**src/rtl/lcd_pkg.sv**
```systemverilog
// Shared constants, state encoding and byte-request type for the character-LCD
// refresh sequencer and its byte writer.
package lcd_pkg;

  localparam logic [7:0] LCD_CMD_FUNCSET = 8'h38;
  localparam logic [7:0] LCD_CMD_DISP_ON = 8'h0C;
  localparam logic [7:0] LCD_CMD_ENTRY   = 8'h06;
  localparam logic [7:0] LCD_CMD_CLEAR   = 8'h01;
  localparam logic [7:0] LCD_ADDR_ROW1   = 8'h80;
  localparam logic [7:0] LCD_ADDR_ROW2   = 8'hC0;

  localparam int NUM_INIT = 5;
  localparam int ROW_CHARS = 16;

  localparam logic [2:0] ST_PWRUP = 3'd0;
  localparam logic [2:0] ST_INIT  = 3'd1;
  localparam logic [2:0] ST_IDLE  = 3'd2;
  localparam logic [2:0] ST_ADDR1 = 3'd3;
  localparam logic [2:0] ST_ROW1  = 3'd4;
  localparam logic [2:0] ST_ADDR2 = 3'd5;
  localparam logic [2:0] ST_ROW2  = 3'd6;

  typedef enum logic [2:0] {
    PWRUP = ST_PWRUP,
    INIT  = ST_INIT,
    IDLE  = ST_IDLE,
    ADDR1 = ST_ADDR1,
    ROW1  = ST_ROW1,
    ADDR2 = ST_ADDR2,
    ROW2  = ST_ROW2
  } seq_state_e;

  typedef struct packed {
    logic       rs;
    logic [7:0] data;
    logic       long_wait;
  } byte_req_t;

  function automatic logic [7:0] init_cmd(input logic [2:0] i);
    case (i)
      3'd0, 3'd1: init_cmd = LCD_CMD_FUNCSET;
      3'd2:       init_cmd = LCD_CMD_DISP_ON;
      3'd3:       init_cmd = LCD_CMD_ENTRY;
      default:    init_cmd = LCD_CMD_CLEAR;
    endcase
  endfunction

  // char0 sits in the top byte, so the slice offset is 8*(15-idx) = {~idx,3'b0}
  function automatic logic [7:0] row_char(input logic [127:0] row, input logic [3:0] idx);
    row_char = row[{~idx, 3'b000} +: 8];
  endfunction

endpackage

```
**src/rtl/lcd_byte_writer.sv**
```systemverilog
// Writes one byte onto the LCD bus: setup, enable pulse, then post-byte wait,
// finishing with a single-cycle done pulse.
module lcd_byte_writer
  import lcd_pkg::*;
#(
  parameter int EN_CYC    = 50,
  parameter int SETUP_CYC = 10,
  parameter int CMD_CYC   = 5_000,
  parameter int CLR_CYC   = 200_000,
  parameter int TMR_W     = 18
) (
  input  logic       clk,
  input  logic       rst_n,
  input  logic       start,
  input  byte_req_t  req,
  output logic       lcd_rs,
  output logic       lcd_e,
  output logic [7:0] lcd_data,
  output logic       done,
  output logic       idle
);

  typedef enum logic [1:0] {W_IDLE, W_SETUP, W_EN, W_WAIT} wr_state_e;

  wr_state_e        st, st_nx;
  logic [TMR_W-1:0] tmr, tmr_nx;
  logic             long_q;
  logic             ld;

  always_ff @(posedge clk or negedge rst_n) begin
    if (!rst_n) begin
      st       <= W_IDLE;
      tmr      <= '0;
      lcd_rs   <= 1'b0;
      lcd_data <= 8'h00;
      long_q   <= 1'b0;
    end else begin
      st  <= st_nx;
      tmr <= tmr_nx;
      if (ld) begin
        lcd_rs   <= req.rs;
        lcd_data <= req.data;
        long_q   <= req.long_wait;
      end
    end
  end

  // rs/data only load from W_IDLE, so they cannot move while the strobe is high
  always_comb begin
    st_nx  = st;
    tmr_nx = tmr;
    done   = 1'b0;
    ld     = 1'b0;
    case (st)
      W_IDLE: if (start) begin
        ld     = 1'b1;
        st_nx  = W_SETUP;
        tmr_nx = TMR_W'(SETUP_CYC - 1);
      end
      W_SETUP: if (tmr == '0) begin
        st_nx  = W_EN;
        tmr_nx = TMR_W'(EN_CYC - 1);
      end else tmr_nx = tmr - TMR_W'(1);
      W_EN: if (tmr == '0) begin
        st_nx  = W_WAIT;
        tmr_nx = long_q ? TMR_W'(CLR_CYC - 1) : TMR_W'(CMD_CYC - 1);
      end else tmr_nx = tmr - TMR_W'(1);
      W_WAIT: if (tmr == '0) begin
        st_nx = W_IDLE;
        done  = 1'b1;
      end else tmr_nx = tmr - TMR_W'(1);
      default: st_nx = W_IDLE;
    endcase
  end

  assign lcd_e = (st == W_EN);
  assign idle  = (st == W_IDLE);

endmodule

```
**src/rtl/lcd_refresh_sequencer.sv**
```systemverilog
// HD44780 16x2 sequencer: power-up wait, init commands, then 34-byte refreshes
// of two snapshotted row buffers on request.
module lcd_refresh_sequencer
  import lcd_pkg::*;
#(
  parameter int PWRUP_CYC = 1_500_000,
  parameter int EN_CYC    = 50,
  parameter int SETUP_CYC = 10,
  parameter int CMD_CYC   = 5_000,
  parameter int CLR_CYC   = 200_000
) (
  input  logic         clk,
  input  logic         rst_n,
  input  logic         lcd_en,
  input  logic [127:0] lcd_row1,
  input  logic [127:0] lcd_row2,
  output logic         lcd_rs,
  output logic         lcd_rw,
  output logic         lcd_e,
  output logic [7:0]   lcd_data,
  output logic         busy,
  output logic         init_done
);

  localparam int TMR_MAX = (PWRUP_CYC > CLR_CYC) ? PWRUP_CYC : CLR_CYC;
  localparam int TMR_W   = $clog2(TMR_MAX + 1);

  seq_state_e       st, st_nx;
  logic [TMR_W-1:0] pw_cnt, pw_nx;
  logic [3:0]       idx, idx_nx;
  logic             pending, pend_nx, done_nx, snap;
  logic [127:0]     sh1, sh2;
  logic             wr_start, wr_done, wr_idle;
  byte_req_t        req;

  lcd_byte_writer #(
    .EN_CYC(EN_CYC), .SETUP_CYC(SETUP_CYC), .CMD_CYC(CMD_CYC),
    .CLR_CYC(CLR_CYC), .TMR_W(TMR_W)
  ) u_wr (
    .clk(clk), .rst_n(rst_n), .start(wr_start), .req(req),
    .lcd_rs(lcd_rs), .lcd_e(lcd_e), .lcd_data(lcd_data),
    .done(wr_done), .idle(wr_idle)
  );

  always_ff @(posedge clk or negedge rst_n) begin
    if (!rst_n) begin
      st        <= PWRUP;
      pw_cnt    <= '0;
      idx       <= '0;
      pending   <= 1'b0;
      init_done <= 1'b0;
      sh1       <= '0;
      sh2       <= '0;
    end else begin
      st        <= st_nx;
      pw_cnt    <= pw_nx;
      idx       <= idx_nx;
      pending   <= pend_nx;
      init_done <= done_nx;
      if (snap) begin
        sh1 <= lcd_row1;
        sh2 <= lcd_row2;
      end
    end
  end

  always_comb begin
    st_nx    = st;
    pw_nx    = pw_cnt;
    idx_nx   = idx;
    pend_nx  = pending;
    done_nx  = init_done;
    snap     = 1'b0;
    wr_start = 1'b0;
    req      = '0;
    if (lcd_en && st != IDLE) pend_nx = 1'b1;
    case (st)
      PWRUP: begin
        if (pw_cnt == TMR_W'(PWRUP_CYC - 1)) begin
          st_nx = INIT;
          pw_nx = '0;
        end else pw_nx = pw_cnt + TMR_W'(1);
      end
      INIT: begin
        req.data      = init_cmd(idx[2:0]);
        req.long_wait = (idx == 4'(NUM_INIT - 1));
        wr_start      = wr_idle;
        if (wr_done) begin
          if (idx == 4'(NUM_INIT - 1)) begin
            idx_nx  = '0;
            done_nx = 1'b1;
            st_nx   = IDLE;
          end else idx_nx = idx + 4'd1;
        end
      end
      IDLE: if (lcd_en || pending) begin
        snap    = 1'b1;
        pend_nx = 1'b0;
        st_nx   = ADDR1;
      end
      ADDR1: begin
        req.data = LCD_ADDR_ROW1;
        wr_start = wr_idle;
        if (wr_done) st_nx = ROW1;
      end
      ROW1: begin
        req.rs   = 1'b1;
        req.data = row_char(sh1, idx);
        wr_start = wr_idle;
        if (wr_done) begin
          idx_nx = idx + 4'd1;
          if (idx == 4'(ROW_CHARS - 1)) st_nx = ADDR2;
        end
      end
      ADDR2: begin
        req.data = LCD_ADDR_ROW2;
        wr_start = wr_idle;
        if (wr_done) st_nx = ROW2;
      end
      ROW2: begin
        req.rs   = 1'b1;
        req.data = row_char(sh2, idx);
        wr_start = wr_idle;
        if (wr_done) begin
          idx_nx = idx + 4'd1;
          if (idx == 4'(ROW_CHARS - 1)) st_nx = IDLE;
        end
      end
      default: st_nx = PWRUP;
    endcase
  end

  assign lcd_rw = 1'b0;
  assign busy   = (st != IDLE);

endmodule

```
**config.mk**
```make
export PLATFORM = sky130hd
export DESIGN_NAME = lcd_refresh_sequencer
export DESIGN_NICKNAME = d
export VERILOG_FILES = /design/src/rtl/lcd_pkg.sv /design/src/rtl/lcd_byte_writer.sv /design/src/rtl/lcd_refresh_sequencer.sv
export SDC_FILE = /design/constraint.sdc
export NUM_CORES = 1
export LEC_CHECK = 0
export CORE_ASPECT_RATIO = 1.25
export CORE_MARGIN = 1
export CORE_UTILIZATION = 48
export DETAILED_ROUTE_END_ITERATION = 7
export PLACE_DENSITY_LB_ADDON = 0.08
export SETUP_SLACK_MARGIN = 0.4
export SLEW_MARGIN = 10
export SYNTH_ARGS = -nofsm -noshare
export SYNTH_HDL_FRONTEND = slang
export SYNTH_SLANG_ARGS = --single-unit
```
**constraint.sdc**
```tcl
create_clock -name clk -period 2.05 [get_ports clk]
set_input_delay 0.205 -clock clk [delete_from_list [all_inputs] [get_ports clk]]
set_output_delay 0.205 -clock clk [all_outputs]
set_load 0.005 [all_outputs]
```
Word-level counts from Yosys, hierarchy flattened. Index checks and enable logic that the tools add are counted.

Shifts and indexed selects: 2. Bitwise gates (word level): 1. Mux-type cells: 41. Reductions and logical operators: 15. $add $sub $neg: 3. Eq/ne operators: 32.

Operators by type and width (count): variable part select 128 x 8 -> 8 bit (2); 2-to-1 mux 21 bit (5); one-hot mux 21 bit (4 select lines) (1); one-hot mux 8 bit (5 select lines) (1); 2-to-1 mux 3 bit (10); adder 21 x 1 -> 21 bit (second input constant) (1); == test 21 bit (second input constant) (1); logical NOT 21 bit (1); one-hot mux 3 bit (7 select lines) (1); subtractor 21 x 1 -> 21 bit (second input constant) (1); != test 2 x 1 -> 1 bit (second input constant) (10); 2-to-1 mux 18 bit (1); one-hot mux 6 bit (3 select lines) (1); == test 3 x 2 -> 1 bit (second input constant) (4); 2-to-1 mux 1 bit (12); 2-to-1 mux 4 bit (3); != test 2 bit (second input constant) (6); AND reduction 10 bit (1); == test 3 bit (second input constant) (3); 2-to-1 mux 2 bit (4); one-hot mux 2 bit (4 select lines) (1); one-hot mux 4 bit (2 select lines) (1); == test 3 x 1 -> 1 bit (second input constant) (2); logical NOT 3 bit (2); other kinds (16) (19).

Word-level logic and storage cells: 106. Bits in registers: 319. Output and inout port bits: 13. Input bits: 259.

Logic depth before layout (Yosys ltp). Gate-level depths: netlist of run 1.

Depth in word-level cells: 5. Gate-level depth with buffers: 9.

By module. A second synthesis of run 1 with hierarchy kept.

Cell total of the unflattened synthesis: 1116. Area total of the unflattened synthesis: 15112.0 sq um.

By module, submodules not included: lcd_refresh_sequencer (sequential area each 7156.9 sq um, cells each 921, times used 1, area an instance 13218.9 sq um); lcd_byte_writer (sequential area each 825.8 sq um, cells each 195, times used 1, area an instance 1893.1 sq um).

Worst setup path before layout of run 1. No wires, ideal clock.

Path type: register to register. Start point: register st[1]. End point: register u_wr.lcd_data[1]. Path slack: -0.052 ns. Clock period less this slack: 2.102 ns. Path buffers: 3. Stages on the path, launching flop included: 9. Required time: 1.924 ns. Setup time: 0.126 ns. Data arrival time: 1.976 ns. Cells stage by stage: dfrtp_1 -> nand3b_1 -> buf_6 -> buf_6 -> buf_6 -> mux4_2 -> nand3_1 -> nand3_1 -> o32a_1.

Longest elaborated chain between the ends: 5. Elaborated cells between the ends (all ways): 10.

RTL lines: from (decl) (RTL line lcd_refresh_sequencer.sv:28) `seq_state_e st, st_nx;`; from (signal assigned) (RTL line lcd_refresh_sequencer.sv:55) `st <= st_nx;`; == test 3 bit, or another cell as far along (RTL line lcd_refresh_sequencer.sv:77) `case (st)`; OR reduction 5 bit (no line); 2-to-1 mux 1 bit (RTL line lcd_refresh_sequencer.sv:77); 2-to-1 mux 1 bit (RTL line lcd_byte_writer.sv:55) `W_IDLE: if (start) begin`; 2-to-1 mux 1 bit (RTL line lcd_byte_writer.sv:54) `case (st)`; to (signal assigned) (RTL line lcd_byte_writer.sv:42) `lcd_data <= req.data;`; to (decl) (RTL line lcd_byte_writer.sv:18) `output logic [7:0] lcd_data,`.

Several ways; a longest one is shown, not always the timed one. A chain may end at the register's enable or synchronous reset.

Final worst setup path of run 1.
Start point: register st[0]. End point: register u_wr.lcd_data[4].

The elaborated chain is that of the path after synthesis.

==> results of run 1 <==
==> cell usage in the layout (no fill, tap or decap), drive strengths merged, types with 13 or more instances in the layout <==
cell,count
nor2,58
o31ai,13
a21oi,21
dfrtp,319
mux2,260
clkbuf,49
mux4,56
o21ai,43
nand2,74
nor3,20
a31oi,17
buf,158
clkdlybuf4s50,268
nand3,40
==> layer usage <==
| layer | GRT usage | wire [µm] |
|---|---|---|
| met1 | 0.370 | 18200 |
| met2 | 0.474 | 22800 |
| met5 | 0 | 0 |
| met3 | 0.0337 | 1740 |
| met4 | 0.106 | 1630 |
==> cell families (layout without fill, tap and decap cells) <==
group	after synthesis	in the layout	synth area share
buffers and inverters	83	508	0.0267
adder cells (fa/ha/maj)	12	12	0.00992
XOR/XNOR	14	14	0.00810
multiplexers	327	327	0.284
flip-flops	319	319	0.527
other	1	2	0.000248
AND/OR/NAND/NOR	249	249	0.0791
AO/OA/AOI/OAI	147	147	0.0643
==> worst min-delay path by stage <==
stage / slack (ns) / end / startpoint / cells past startpoint
floorplan: -0.09 / idx[0] / rst_n / 0
global placement: 0.12 / sh2[77] / rst_n / 1
detailed placement: 0.12 / sh2[77] / rst_n / 1
CTS: 0.19 / sh2[77] / rst_n / 2
global route: 0.19 / sh2[77] / rst_n / 2
finish: 0.18 / sh2[77] / rst_n / 2
==> power by group <==
part	internal (µW)	switching [µW]	leakage [µW]	total, µW
logic	755	366	0.00484	1120
registers	6550	158	0.00415	6710
clock network	4030	2510	0.000573	6550
==> what timing repair did <==
action	in CTS	in global routing
pin swaps	44	34
cloned	7	3
buffers inserted	28	17
hold endpoints to repair	193	0
setup endpoints to repair	323	324
resized for setup	66	38
hold buffers	1	0
==> final cells by class <==
class / count / area, µm² / area share
flip-flops and latches: 319 / 7990 / 0.368
multi-input cells: 750 / 7320 / 0.337
repair buffers: 436 / 4640 / 0.214
clock buffers: 45 / 953 / 0.0440
well taps: 407 / 509 / 0.0235
clock inverters: 14 / 231 / 0.0107
inverters: 13 / 48.8 / 0.00225
diodes: 1 / 2.50 / 0.000115
==> registers in the layout, indices dropped and copies added (netlist names) <==
signal and cells:
st 3, u_wr.long_q 1, u_wr.st 2, idx 4, pending 1, init_done 1
u_wr.lcd_rs 1, u_wr.lcd_data 8, pw_cnt 21, sh2 128, u_wr.tmr 21, sh1 128
==> worst max-delay path, stage by stage (launching register included) <==
cell      delay [ns]
dfrtp_1         0.38
nand3b_1        0.32
buf_6           0.25
buf_4           0.14
mux4_2          0.42
a22oi_2         0.24
a31oi_4         0.17
o21a_1          0.20
o22a_1          0.16
==> stage by stage <==
stage | cell area (µm²) | instances
6_report | 21700 | 1985
5_1_grt | 21700 | 1985
4_1_cts | 21300 | 1964
3_5_place_dp | 19300 | 1869
3_3_place_gp | 19300 | 1869
2_1_floorplan | 15600 | 1152
==> impl_metrics.env, run 1 <==
export IMPL_outcome="finished, violations left"
export IMPL_violations="negative setup slack"
export IMPL_drcViolationCount=0
export IMPL_power_total_uw=14400
export IMPL_n_fill_cell=2260
export IMPL_synth_main_ff_cell="dfrtp_1"
export IMPL_crit_required_ns=2.45
export IMPL_antenna_found_initial=1
export IMPL_start_kind="flip-flop"
export IMPL_routed_wl_mm=44.4
export IMPL_io_pins=272
export IMPL_synth_area_mm2=0.0151
export IMPL_via_per_inst=5.69
export IMPL_coreArea_mm2=0.0310
export IMPL_pwr_density_cell_mw_per_mm2=663
export IMPL_slew_violations=0
export IMPL_dieWidth_um=161
export IMPL_post_dp_hpwl_mm=32.0
export IMPL_hold_path_class="input pin to async pin"
export IMPL_initial_core_util=0.488
export IMPL_vias=11289
export IMPL_routabilityCongestion=0.879
export IMPL_leakagePower_uw=0.00957
export IMPL_drive_above_1_share=0.394
export IMPL_overflow=0
export IMPL_die_y_um=201
export IMPL_synth_top_cells_by_count="dfrtp_1, mux2_2, nand2_1, nor2_1, mux4_2"
export IMPL_synthCells=1152
export IMPL_ys_async_sr_fraction=1.00
export IMPL_whs_ns=0.178
export IMPL_synth_seq_cells=319
export IMPL_finalHoldViolCount=0
export IMPL_clock_sinks=319
export IMPL_clk_path_buf_depth=3
export IMPL_skew_ns=0.00908
export IMPL_area_growth_pct=43.3
export IMPL_drt_iter0_drc=725
export IMPL_ys_seq_area_frac=0.527
export IMPL_syn_nets=1423
export IMPL_worstSetupStartpoint="st[0]"
export IMPL_setup_ws_ns=-0.329
export IMPL_rsz0062_at_grt="true"
export IMPL_synth_edf_count=0
export IMPL_grt_pass1_wl_mm=68.8
export IMPL_port_buffers=270
export IMPL_synth_area_top_cells="dfrtp_1, mux2_2, mux4_2, nand2_1, nor2_1"
export IMPL_rows=72
export IMPL_finalCritPeriodShare=1.16
export IMPL_cp_arrival_ns=2.78
export IMPL_cts_tree="yes"
export IMPL_grtUsageTotal=0.280
export IMPL_clk_insertion_delay_late_ns=0.51
export IMPL_die_area_mm2=0.0322
export IMPL_tightest_slew_ns=0.495
export IMPL_period_minus_slack_ns=2.38
export IMPL_tns_ns=-2.16
export IMPL_synth_cell_types=70
export IMPL_endpoint="u_wr.lcd_data[4]"
export IMPL_setup_viol=8
export IMPL_crit_path_max_fanout=7
export IMPL_ir_drop_mv=0.557
export IMPL_cts_root_buf="clkbuf_16"
export IMPL_r2r_setup_slack_ns=-0.33
export IMPL_detail_route_antenna_nets=0
export IMPL_yosysWarningCount=0
export IMPL_synthDominantCellAreaShare=0.527
export IMPL_firstDrtPassIters=5
export IMPL_rr_startpoint="st[0]"
export IMPL_final_net_count=1825
export IMPL_relSlewSlack=0.667
export IMPL_synth_most_common_cell="dfrtp_1"
export IMPL_max_cap_viol_count=0
export IMPL_worstSetupPathType="flip-flop to flip-flop"
export IMPL_h_tree_depth=2
export IMPL_syn_avg_cell_area_um2=13.1
export IMPL_yosys_area_top_type="dfrtp_1"
export IMPL_crit_path_end_kind="flip-flop"
export IMPL_utilization=0.700
export IMPL_grt_max_degree=62
export IMPL_cts_buffers=34
export IMPL_regToRegEndpoint="u_wr.lcd_data[4]"
export IMPL_routedWlPerCell_um=22.4
export IMPL_clock_fmax_ghz=0.420
export IMPL_rr_worst_depth=8
export IMPL_dp_slack_ns=-0.337
export IMPL_grt_pass1_vias=11957
export IMPL_path_clk_slew_ns=0.06
No activity file was read; power rests on OpenSTA's default activity.
==> run 2: changes to the inputs <==
CELL_PAD_IN_SITES_DETAIL_PLACEMENT = 1   (was default)
CELL_PAD_IN_SITES_GLOBAL_PLACEMENT = 1   (was default)
CORE_UTILIZATION = 39   (was 48)
CTS_CLUSTER_SIZE = 10   (was default)
==> impl_metrics.env, run 2 (synthesized netlist as in run 1, its figures left out) <==
export IMPL_outcome="finished, violations left"
export IMPL_violations="negative setup slack"
export IMPL_final_cell_mix="dfrtp_1, clkdlybuf4s50_1, mux2_2"
export IMPL_rsz0062_at_grt="true"
export IMPL_combPwrFrac=0.081
export IMPL_io_pins=272
export IMPL_setup_viol=36
export IMPL_slew_violations=0
export IMPL_pwr_density_cell_mw_per_mm2=636
export IMPL_via_per_inst=5.46
export IMPL_h_tree_depth=2
export IMPL_overflow=0
export IMPL_antenna_found_initial=0
export IMPL_routed_wl_mm=49.2
export IMPL_cp_arrival_ns=2.72
export IMPL_reg_top3="sh1 (128), sh2 (128)"
export IMPL_grt_pass1_vias=12764
export IMPL_tightest_slew_ns=0.505
export IMPL_port_buffers=270
export IMPL_final_net_count=1835
export IMPL_clock_sinks=319
export IMPL_n_fill_cell=3760
export IMPL_coreArea_mm2=0.0382
export IMPL_detail_route_antenna_nets=0
export IMPL_cts_tree="yes"
export IMPL_path_clk_slew_ns=0.06
export IMPL_drcViolationCount=0
export IMPL_clk_insertion_delay_late_ns=0.53
export IMPL_fin_area_mm2=0.0217
export IMPL_clk_path_buf_depth=3
export IMPL_placed_area_mm2=0.0195
export IMPL_layout_commonest_cell="dfrtp_1"
export IMPL_power_total_uw=13800
export IMPL_firstDrtPassIters=4
export IMPL_critical_path_max_stage_delay_ns=0.51
export IMPL_worstSetupPathType="flip-flop to flip-flop"
export IMPL_clock_fmax_ghz=0.432
export IMPL_die_area_mm2=0.0396
export IMPL_period_minus_slack_ns=2.31
export IMPL_post_dp_hpwl_mm=36.0
export IMPL_drive_above_1_share=0.399
export IMPL_worstSetupStartpoint="st[2]"
export IMPL_start_kind="flip-flop"
export IMPL_die_y_um=222
export IMPL_p_int_uw=10700
export IMPL_vias=11274
export IMPL_setup_ws_ns=-0.263
export IMPL_clockPowerShare=0.431
export IMPL_dieWidth_um=178
export IMPL_skew_ns=0.0134
export IMPL_antennaDiodeCount=0
export IMPL_grtUsageTotal=0.258
export IMPL_relSlewSlack=0.660
export IMPL_max_cap_viol_count=0
export IMPL_crit_path_max_fanout=9
export IMPL_finalCritPeriodShare=1.13
export IMPL_routedWlPerCell_um=23.8
export IMPL_drt_iter0_drc=545
export IMPL_crit_path_end_kind="flip-flop"
export IMPL_leakagePower_uw=0.00955
export IMPL_ir_drop_mv=0.433
export IMPL_hold_path_class="input pin to async pin"
export IMPL_rr_startpoint="st[2]"
export IMPL_finalHoldViolCount=0
export IMPL_crit_path_frequent_cell="buf_12"
export IMPL_cts_root_buf="clkbuf_16"
export IMPL_crit_required_ns=2.46
export IMPL_routabilityCongestion=0.839
export IMPL_area_growth_pct=43.2
export IMPL_slowest_stage="mux4_2"
export IMPL_multi_input_area_mm2=0.00735
export IMPL_seq_power_share=0.488
export IMPL_initial_core_util=0.396
export IMPL_grt_max_degree=61
export IMPL_swShare=0.221
export IMPL_p_sw_uw=3040
export IMPL_regArea_mm2=0.00799
export IMPL_path_cells="nand3b_1 > buf_12 > buf_12 > mux4_2 > a22oi_2 > a31oi_4 > o21a_1 > o22a_1"
export IMPL_cts_buffers=38
export IMPL_grt_pass1_wl_mm=76.3
export IMPL_rows=80
## run 2: area by class of cell
class                           instances  share of cell area
Timing Repair Buffer                  442               0.214
Multi-Input combinational cell        750               0.339
Tap cell                              492              0.0284
Clock buffer                           48              0.0470
Sequential cell                       319               0.369
Inverter                               13             0.00225
Clock inverter                          1            0.000751
## run 2: stage by stage
stage | utilization | hold WS [ns] | setup slack [ns] | TNS (ns) | std cells
2_1_floorplan | - | -0.0906 | 0.00899 | 0 | 1152
3_3_place_gp | 0.510 | 0.164 | -0.264 | -1.42 | 1969
3_5_place_dp | 0.510 | 0.164 | -0.329 | -1.94 | 1969
4_1_cts | 0.559 | 0.196 | -0.232 | -4.31 | 2053
5_1_grt | 0.567 | 0.226 | -0.297 | -7.97 | 2065
6_report | 0.567 | 0.205 | -0.263 | -1.83 | 2065
## run 2: critical path, delay by kind of cell, from the launching register on
family          cells  cell delay [ns]
compound gates      4             0.81
flops               1             0.39
buf+inv             2             0.33
mux                 1             0.51
simple gates        1             0.14
## run 2: power groups by stage
stage / Combinational, µW / Sequential (µW) / Clock (µW)
floorplan: 345 / 6750 / 0
global placement: 1110 / 6830 / 0
detailed placement: 1120 / 6830 / 0
CTS: 1140 / 6730 / 6110
global route: 1200 / 6750 / 6300
finish: 1120 / 6730 / 5940
## run 2: final timing paths
path	endpoint	slack (ns)	cells after the start
worst max-delay path	u_wr.lcd_data[4]	-0.26	8
worst min-delay path	sh2[86]	0.20	2
worst max register to register	u_wr.lcd_data[4]	-0.26	8
worst min register to register	pw_cnt[15]	0.49	1
max in group asynchronous	sh2[58]	1.16	3
min in group clk	sh2[52]	0.28	2
## run 2: timing repair
action / in CTS / in global routing
endpoints found under the setup margin: 326 / 326
endpoints found under the hold margin: 67 / 0
gates resized for setup: 86 / 46
hold buffers: 1 / 0
pin swaps: 45 / 27
cloned: 8 / 1
setup buffers: 26 / 11
## run 2: layer usage
layer  global-route usage  routed length (µm)
met1                0.324               20200
met2                0.443               25300
met3               0.0382                1810
met4                0.103                1900
met5                    0                   0
